--- config.mk ---
export PLATFORM = sky130hd
export DESIGN_NAME = serial_word_rx_flat
export DESIGN_NICKNAME = d
export VERILOG_FILES = /design/src/rtl/serial_word_rx_if.sv /design/src/rtl/serial_word_rx.sv /design/src/flat_wrapper.sv
export SDC_FILE = /design/constraint.sdc
export NUM_CORES = 1
export LEC_CHECK = 0
export BUFFER_PORTS_ARGS = -buffer_cell sky130_fd_sc_hd__buf_2
export CORE_MARGIN = 2
export CORE_UTILIZATION = 57
export CTS_CLUSTER_DIAMETER = 30
export DETAILED_ROUTE_END_ITERATION = 8
export HOLD_SLACK_MARGIN = 0.06
export PLACE_DENSITY = 0.79
export SLEW_MARGIN = 20
export SYNTH_ARGS = -nofsm -noshare
export SYNTH_HDL_FRONTEND = slang
export SYNTH_SLANG_ARGS = --single-unit
--- constraint.sdc ---
create_clock -name clk -period 2.1 [get_ports clk]
set_input_delay 0.105 -clock clk [delete_from_list [all_inputs] [get_ports clk]]
set_output_delay 0.105 -clock clk [all_outputs]
set_load 0.02 [all_outputs]
--- src/rtl/serial_word_rx_if.sv ---
// serial_word_rx_if: serial line plus word handshake bundle
// master drives the line and ready, slave is the receiver
interface serial_word_rx_if #(
  parameter int NUM_BITS = 32
);
  logic                bit_strobe;
  logic                serial_in;
  logic                data_ready;
  logic [NUM_BITS-1:0] rx_data;
  logic                data_valid;
  logic                framing_error;
  logic                overrun_error;
  logic                busy;

  modport master (
    output bit_strobe,
    output serial_in,
    output data_ready,
    input  rx_data,
    input  data_valid,
    input  framing_error,
    input  overrun_error,
    input  busy
  );

  modport slave (
    input  bit_strobe,
    input  serial_in,
    input  data_ready,
    output rx_data,
    output data_valid,
    output framing_error,
    output overrun_error,
    output busy
  );
endinterface

--- src/rtl/serial_word_rx.sv ---
// serial_word_rx: idle-high serial frame receiver
// start/data/stop framing, valid/ready word output
module serial_word_rx #(
  parameter int NUM_BITS  = 32,
  parameter bit SHIFT_MSB = 1'b1
) (
  input logic          clk,
  input logic          n_rst,
  serial_word_rx_if.slave bus
);

  localparam int CW = $clog2(NUM_BITS + 1);

  typedef enum logic [1:0] {
    IDLE = 2'd0,
    DATA = 2'd1,
    STOP = 2'd2
  } state_t;

  state_t              state;
  logic [CW-1:0]       cnt;
  logic [NUM_BITS-1:0] shreg;
  logic [NUM_BITS-1:0] shreg_next;
  logic [NUM_BITS-1:0] rx_data;
  logic                data_valid;
  logic                framing_error;
  logic                overrun_error;
  logic                busy;
  logic                consume;
  logic                room;

  assign consume = data_valid & bus.data_ready;
  assign room    = ~data_valid | bus.data_ready;

  // next shift register value for the incoming data bit
  always_comb begin
    shreg_next = shreg;
    if (SHIFT_MSB)
      shreg_next = {shreg[NUM_BITS-2:0], bus.serial_in};
    else
      shreg_next = {bus.serial_in, shreg[NUM_BITS-1:1]};
  end

  // frame FSM, shift register and registered outputs
  always_ff @(posedge clk or negedge n_rst) begin
    if (!n_rst) begin
      state         <= IDLE;
      cnt           <= '0;
      shreg         <= '1;
      rx_data       <= '1;
      data_valid    <= 1'b0;
      framing_error <= 1'b0;
      overrun_error <= 1'b0;
      busy          <= 1'b0;
    end else begin
      framing_error <= 1'b0;
      overrun_error <= 1'b0;
      if (consume)
        data_valid <= 1'b0;
      if (bus.bit_strobe) begin
        unique case (state)
          IDLE: begin
            if (!bus.serial_in) begin
              state <= DATA;
              cnt   <= '0;
              busy  <= 1'b1;
            end
          end
          DATA: begin
            shreg <= shreg_next;
            cnt   <= cnt + CW'(1);
            if (cnt == CW'(NUM_BITS - 1))
              state <= STOP;
          end
          STOP: begin
            state <= IDLE;
            busy  <= 1'b0;
            if (!bus.serial_in)
              framing_error <= 1'b1;
            else if (room) begin
              rx_data    <= shreg;
              data_valid <= 1'b1;
            end else
              overrun_error <= 1'b1;
          end
          default: begin
            state <= IDLE;
            busy  <= 1'b0;
          end
        endcase
      end
    end
  end

  assign bus.rx_data       = rx_data;
  assign bus.data_valid    = data_valid;
  assign bus.framing_error = framing_error;
  assign bus.overrun_error = overrun_error;
  assign bus.busy          = busy;

endmodule

--- src/flat_wrapper.sv ---
// flat-port wrapper written by rule: the top's interface ports become plain ports
module serial_word_rx_flat 
#(
  parameter int NUM_BITS  = 32,
  parameter bit SHIFT_MSB = 1'b1
)
  (clk, n_rst, bus_bit_strobe, bus_serial_in, bus_data_ready, bus_rx_data, bus_data_valid, bus_framing_error, bus_overrun_error, bus_busy);
  serial_word_rx_if #(.NUM_BITS(NUM_BITS)) bus_i ();
  input logic clk;
  input logic n_rst;
  input wire logic [$bits(bus_i.bit_strobe)-1:0] bus_bit_strobe;
  input wire logic [$bits(bus_i.serial_in)-1:0] bus_serial_in;
  input wire logic [$bits(bus_i.data_ready)-1:0] bus_data_ready;
  output wire logic [$bits(bus_i.rx_data)-1:0] bus_rx_data;
  output wire logic [$bits(bus_i.data_valid)-1:0] bus_data_valid;
  output wire logic [$bits(bus_i.framing_error)-1:0] bus_framing_error;
  output wire logic [$bits(bus_i.overrun_error)-1:0] bus_overrun_error;
  output wire logic [$bits(bus_i.busy)-1:0] bus_busy;
  assign bus_i.bit_strobe = bus_bit_strobe;
  assign bus_i.serial_in = bus_serial_in;
  assign bus_i.data_ready = bus_data_ready;
  assign bus_rx_data = bus_i.rx_data;
  assign bus_data_valid = bus_i.data_valid;
  assign bus_framing_error = bus_i.framing_error;
  assign bus_overrun_error = bus_i.overrun_error;
  assign bus_busy = bus_i.busy;
  serial_word_rx #(.NUM_BITS(NUM_BITS), .SHIFT_MSB(SHIFT_MSB)) u_core (.clk(clk), .n_rst(n_rst), .bus(bus_i));
endmodule
==> summary.md, run 1 <==
| Metric | Value |
|---|---|
| Status | completed |
| Async SR Flop Fraction | 100% |
| Clock Sink Count | 76 |
| Clock Path Buffers | 2 |
| Worst-margin pin slew | 568 ps |
| Total core area | 5440 um^2 |
| Final number of hold-violating endpoints | 0 |
| Hold path cells | 3 |
| Top cells by count, synth | 64 x dfstp_2, 30 x mux2_1, 30 x mux2_4, 12 x dfrtp_1 |
| GRT Total Usage | 17.4% |
| DRT iter0 DRCs | 54 |
| Ports | 41 |
| Share of Yosys cell area claimed by the top area cell type | 53.0% |
| Die H | 78.6 um |
| Prevailing post-synth register cell | dfstp_2 |
| Area Growth Syn to Fin | 14.9% |
| Root buf cell | clkbuf_8 |
| CTS tree | yes |
| Multi-input gate area in the final layout | 1110 um^2 |
| Setup slack, reg-to-reg | 380 ps |
| CP endpoint kind | flip-flop |
| FF-to-FF Start | u_core.state[0] |
| Largest cells by area after synthesis | dfstp_2 53%, mux2_4 14%, mux2_1 11% |
| Met3 Usage GRT | 3.56% |
| DR vias | 1657 |
| Grt total ovfl | 0 |
| Leading area contributor after synthesis | dfstp_2 |
| Max FO, Critical Path | 21 |
| Post-Layout Cell Count | 317 |
| Cell row count | 27 |
| Dpl cells | 301 |
| NumNets Final | 247 |
| Most common cell in the synthesized netlist | dfstp_2 |
| Yosys cell types | 30 |
| GR Layer Usage met2 | 26.2% |
| H-tree depth reported by CTS | 3 |
| Met1 Use GR | 24.0% |
| Placer Congestion | 0.846 |
| Die Wd | 78.6 um |
| Max_slew headroom | 62.2% |
| Total power | 3.78 mW |
| RSZ-0062 raised after global routing | no |
| Critical path startpoint category | flip-flop |
| Final ANT Viol Nets | 0 |
| Hold Path Sink | u_core.bus.overrun_error |
| Syn Nets | 200 |
| Global route hottest layer | met2 |
| Fin crit period | 1720 ps |
| First-pass GRT wire length | 8.19 mm |
| R2R cell count | 4 |
| Vias in the first global route | 1675 |
| Peak supply drop | 0.000766 V |
| Clk_skew | 10.3 ps |
| Ant. Diodes | 0 |
| TNS Setup | 0 ps |
| Final period utilization | 82.0% |
| Final Setup Violations | 0 |
| Antenna violations before repair | 0 |
| Final Max Slew Viols | 0 |
| Synth warnings | 0 |
| Worst path arrival time | 1990 ps |
| Seq cells post-synth | 76 |
| DP Wirelength | 3.20 mm |
| Clock transition at path regs | 70 ps |
| Leak | 1.63 nW |
| Total wire length | 4.89 mm |
| FF/Latch Area | 1980 um^2 |
| Worst flop-to-flop path endpoint | u_core.bus.rx_data[4] |
| Peak Freq | 0.581 GHz |
| Setup WS post-layout | 379 ps |
| Cts bufs inserted | 9 |
| Crit path kind | reg2reg |
| Worst EP required | 2360 ps |
| Post-CTS Resized | 0 |
| Synthesized area per cell | 16.4 um^2 |
| Sequential share of the synthesized area | 62.4% |
| Largest net degree at the start of global routing | 48 |
| Layout cells sized above 1 | 66.1% |
| Syn Inst Count | 194 |
| 1st-pass router iterations | 4 |
| Hold WC Path Type | in2reg |
| Pre-CTS setup slack | 398 ps |
| Worst skew pair latency | 340 ps |
| WL per Instance | 15.4 um |
| Port bufs | 40 |
| Number of max-cap violations | 0 |
| Min-delay src | bus_data_ready |
| Post-route DRC | 0 |
| Post-Synthesis Cell Area | 3180 um^2 |
| Fillers | 379 |
| Via density per instance | 5.23 |
| Post-synth EDFFs | 0 |
| Die area | 6180 um^2 |
| Power Dens Cells | 1040 nW/um^2 |
| Initial Util | 58.4% |
==> sequential cells by signal, summed over array words and instances (netlist names) <==
register and cells:
u_core.bus.busy 1, u_core.bus.rx_data 32, u_core.state 2, u_core.bus.overrun_error 1, u_core.bus.framing_error 1, u_core.shreg 32
u_core.bus.data_valid 1, u_core.cnt 6
==> metrics by stage <==
stage / hold slack [ps] / instance area (um^2) / utilization (%)
6_report: 69.5 / 3650 / 67.1
5_1_grt: 71.2 / 3650 / 67.1
4_1_cts: 61.4 / 3650 / 67.1
3_5_place_dp: 144 / 3430 / 63.1
3_3_place_gp: 135 / 3430 / 63.1
2_1_floorplan: -191 / 3180 / -
==> layout make-up <==
cell class / count / share of cell area, %
clock inverter: 5 / 2.13
timing repair buffer: 46 / 6.86
inverter: 3 / 0.309
multi-input combinational: 105 / 30.4
sequential: 76 / 54.3
clock buffer: 10 / 3.50
tap: 72 / 2.47
==> report_power, final <==
group / switching [mW] / leakage, nW / total [mW] / internal (mW)
registers: 0.236 / 0.817 / 2.19 / 1.95
logic: 0.190 / 0.716 / 0.427 / 0.237
clock network: 0.505 / 0.102 / 1.16 / 0.659
==> worst max path at each step <==
stage	startpoint	to	slack (ps)	cells after the start
after floorplan	u_core.state[0]	u_core.bus.rx_data[0]	620	5
after global placement	u_core.state[0]	u_core.bus.rx_data[4]	460	4
after CTS	u_core.state[0]	u_core.bus.rx_data[6]	370	4
final	u_core.state[0]	u_core.bus.rx_data[4]	380	4
after global routing	u_core.state[0]	u_core.bus.rx_data[13]	300	4
after detailed placement	u_core.state[0]	u_core.bus.rx_data[6]	400	4
==> worst max-delay path, stage by stage (launching register included) <==
cell and delay, ps:
dfrtp_1 470, nand4b_1 310, nor2b_4 160, buf_4 360, mux2_4 330
==> what timing repair did <==
action / 4_1_cts / 5_1_grt
buffers inserted: 0 / 0
hold endpoints to repair: 12 / 0
hold buffers: 1 / 0
==> placed cells by master, fill, tap and decap left out, types with 2 or more instances in the layout <==
cell / n
or4_1: 2
o31ai_1: 3
mux2_4: 30
dfrtp_1: 12
buf_4: 6
nand3_1: 2
mux2_2: 4
clkbuf_8: 9
bufinv_16: 2
nor2_1: 2
inv_1: 2
dfstp_2: 64
nor4_1: 2
nor2b_1: 2
clkinv_2: 2
buf_2: 39
o21ai_0: 2
a21oi_1: 4
mux2_1: 30
o21ai_1: 4
nand2b_1: 4
nand2_1: 4
==> per-layer routing <==
layer | vias up | wire (um)
met3 | 10 | 162
met1 | 838 | 2280
li1 | 777 | -
met2 | 32 | 2330
met5 | - | 0
met4 | 0 | 114
==> kinds of logic after synthesis <==
family	share of synthesized area, %
buffers and inverters	2.88
adder cells (fa/ha/maj)	0.394
flip-flops	62.4
multiplexers	26.2
AND/OR/NAND/NOR	4.81
AO/OA/AOI/OAI	3.27
Note: power is estimated with default switching activity, not from simulation.
==> inputs of run 2 (changes only) <==
- clock period: 2.1 -> 1.6 ns (I/O delays scaled with it)
==> run 2 against run 1 <==
Sequential share of layout area fell by 2.1 points. Critical endpoint is now u_core.bus.rx_data[7]. Via count rose by 3.0%. First-iteration DRC count fell by 22%. Largest power group unchanged.
==> summary.md, run 2 (synthesis results as in run 1) <==
| Metric | Value |
|---|---|
| H-tree depth reported by CTS | 3 (unchanged) |
| Number of max-cap violations | 0 (unchanged) |
| TNS Setup | 0 ps (unchanged) |
| Max FO, Critical Path | 19 (-9.5%) |
| RSZ-0062 raised after global routing | no |
| Top flop regs | u_core.bus.rx_data: 32 flops, u_core.shreg: 32 flops, u_core.cnt: 6 flops |
| Antenna violations before repair | 0 (unchanged) |
| Root buf cell | clkbuf_8 |
| Worst path arrival time | 1770 ps (-220 ps) |
| Via density per instance | 5.27 (+0.79%) |
| DR vias | 1707 (+3.0%) |
| Clk pwr share | 33.5% (+2.7 points) |
| Leak | 1.70 nW (+3.8%) |
| Die H | 78.6 um (unchanged) |
| Layout cells sized above 1 | 66.3% (+0.15 points) |
| Post-CTS Resized | 0 (unchanged) |
| Dpl cells | 304 (+1.0%) |
| Worst flop-to-flop path endpoint | u_core.bus.rx_data[7] |
| CTS tree | yes |
| Sw power | 1.28 mW (+38%) |
| Combinational Power Share | 11.4% (about the same) |
| Worst EP required | 1870 ps (-490 ps) |
| Ant. Diodes | 0 (unchanged) |
| DRT iter0 DRCs | 42 (-22%) |
| Clock transition at path regs | 80 ps (about the same) |
| Total wire length | 4.86 mm (-0.59%) |
| Switching Share | 24.6% (-0.048 points) |
| Setup crit start | bus_bit_strobe |
| 1st-pass router iterations | 4 (unchanged) |
| Final period utilization | 93.5% |
| WL per Instance | 15.0 um (-2.7%) |
| Int Pwr | 3.94 mW (+38%) |
| Status | completed |
| Largest net degree at the start of global routing | 36 (-25%) |
| Most frequent cells in the layout | 64 x dfstp_2, 39 x buf_2, 30 x mux2_1, 30 x mux2_4, 12 x dfrtp_1 |
| Area Growth Syn to Fin | 19.5% |
| Final number of hold-violating endpoints | 0 (unchanged) |
| Max_slew headroom | 71.2% (+9.1 points) |
| Post-route DRC | 0 (unchanged) |
| Placer Congestion | 0.815 (-3.7%) |
| # Post-CTS Setup Buffers | 0 (unchanged) |
| Hold WC Path Type | in2async |
| DP Wirelength | 3.23 mm (+0.89%) |
| Final ANT Viol Nets | 0 (unchanged) |
| Power Dens Cells | 1380 nW/um^2 (+33%) |
| Setup slack, reg-to-reg | 110 ps (-270 ps) |
| Peak Freq | 0.669 GHz |
| Die area | 6180 um^2 (unchanged) |
| Cell row count | 27 (unchanged) |
| Crit path kind | in2reg |
| Ports | 41 (unchanged) |
| Commonest non-fill, non-tap cell in the layout | dfstp_2 |
| Worst-margin pin slew | 431 ps (-136 ps) |
| Total core area | 5440 um^2 (unchanged) |
| Worst skew pair latency | 350 ps (about the same) |
| Initial Util | 58.4% (unchanged) |
| Final Setup Violations | 0 (unchanged) |
| Clock Sink Count | 76 (unchanged) |
| Fin crit period | 1500 ps |
| FF-to-FF Start | u_core.state[0] |
| Die Wd | 78.6 um (unchanged) |
| Clock Path Buffers | 2 (unchanged) |
| Critical path startpoint category | primary input |
| NumNets Final | 253 (+2.4%) |
| GRT Total Usage | 18.1% (+0.67 points) |
| R2R cell count | 4 (unchanged) |
| Grt total ovfl | 0 (unchanged) |
| Post-Layout Cell Count | 324 (+2.2%) |
| Critical Path End | u_core.bus.rx_data[7] |
| Clk_skew | 7.99 ps (-2.33 ps) |
| Register share of total power | 55.1% (-2.8 points) |
| Final Max Slew Viols | 0 (unchanged) |
| Vias in the first global route | 1724 (+2.9%) |
| CP endpoint kind | flip-flop |
| First-pass GRT wire length | 8.29 mm (+1.3%) |
| Peak supply drop | 0.000980 V (+28%) |
| Cts bufs inserted | 9 (unchanged) |
| Port bufs | 40 (unchanged) |
==> run 2: changes by cell type in the layout (fill, tap and decap cells not counted) <==
cell,change
clkinv_2,-2
clkinv_4,+4
buf_12,+4
bufinv_16,+1
dlygate4sd3_1,+3
buf_4,-1
clkinvlp_4,-1
clkbuf_1,-1
==> run 2: metrics by stage <==
step	utilization [%]	instance area (um^2)	hold WS, ps	total power [mW]	worst slack (ps)
finish	69.8	3790	220	5.22	104
global route	69.8	3790	253	5.49	38.8
CTS	69.8	3790	227	5.28	105
detailed placement	64.5	3510	57.1	3.49	125
global placement	64.5	3510	59.6	3.43	168
floorplan	-	3180	-216	3.25	116
==> run 2: critical path, stage by stage <==
cell and delay [ps]:
dlygate4sd3_1 510, buf_2 190, nand4b_1 220, nor2b_4 220, buf_12 210, mux2_4 320
==> run 2: layout make-up <==
class / instances / area [um^2]
clock buffer: 9 / 124
clock inverter: 7 / 125
fill: 357 / 1640
inverter: 3 / 11.3
multi-input combinational: 105 / 1110
sequential: 76 / 1980
tap: 72 / 90.1
timing repair buffer: 52 / 353
==> run 2: routing by layer <==
metal | wire [um] | global-route usage [%] | vias up | share of wire, %
li1 | - | - | 798 | -
met1 | 2170 | 22.7 | 854 | 45
met2 | 2360 | 28.5 | 44 | 49
met3 | 235 | 6.67 | 11 | 4.8
met4 | 99 | 7.37 | 0 | 2.0
met5 | 0 | 0 | - | 0
==> run 2: worst min-delay path by stage <==
| stage | end | slack [ps] | depth (start not counted) |
|---|---|---|---|
| finish | u_core.cnt[1] | 220 | 2 |
| global route | u_core.cnt[0] | 250 | 2 |
| CTS | u_core.state[0] | 230 | 2 |
| detailed placement | u_core.cnt[1] | 60 | 1 |
| global placement | u_core.cnt[0] | 60 | 1 |
| floorplan | u_core.bus.busy | -220 | 0 |
==> run 2: repair_timing <==
item,4_1_cts,5_1_grt
setup endpoints to repair,0,0
endpoints found under the hold margin,43,0
hold buffers,4,0
==> run 2: power by group through the flow <==
stage                     combinational (mW)  sequential, mW  clock (mW)
after floorplan                        0.457            2.79           0
after detailed placement               0.593            2.90           0
final                                  0.594            2.88        1.75
after CTS                              0.607            2.88        1.79
after global placement                 0.554            2.88           0
after global routing                   0.667            2.96        1.87
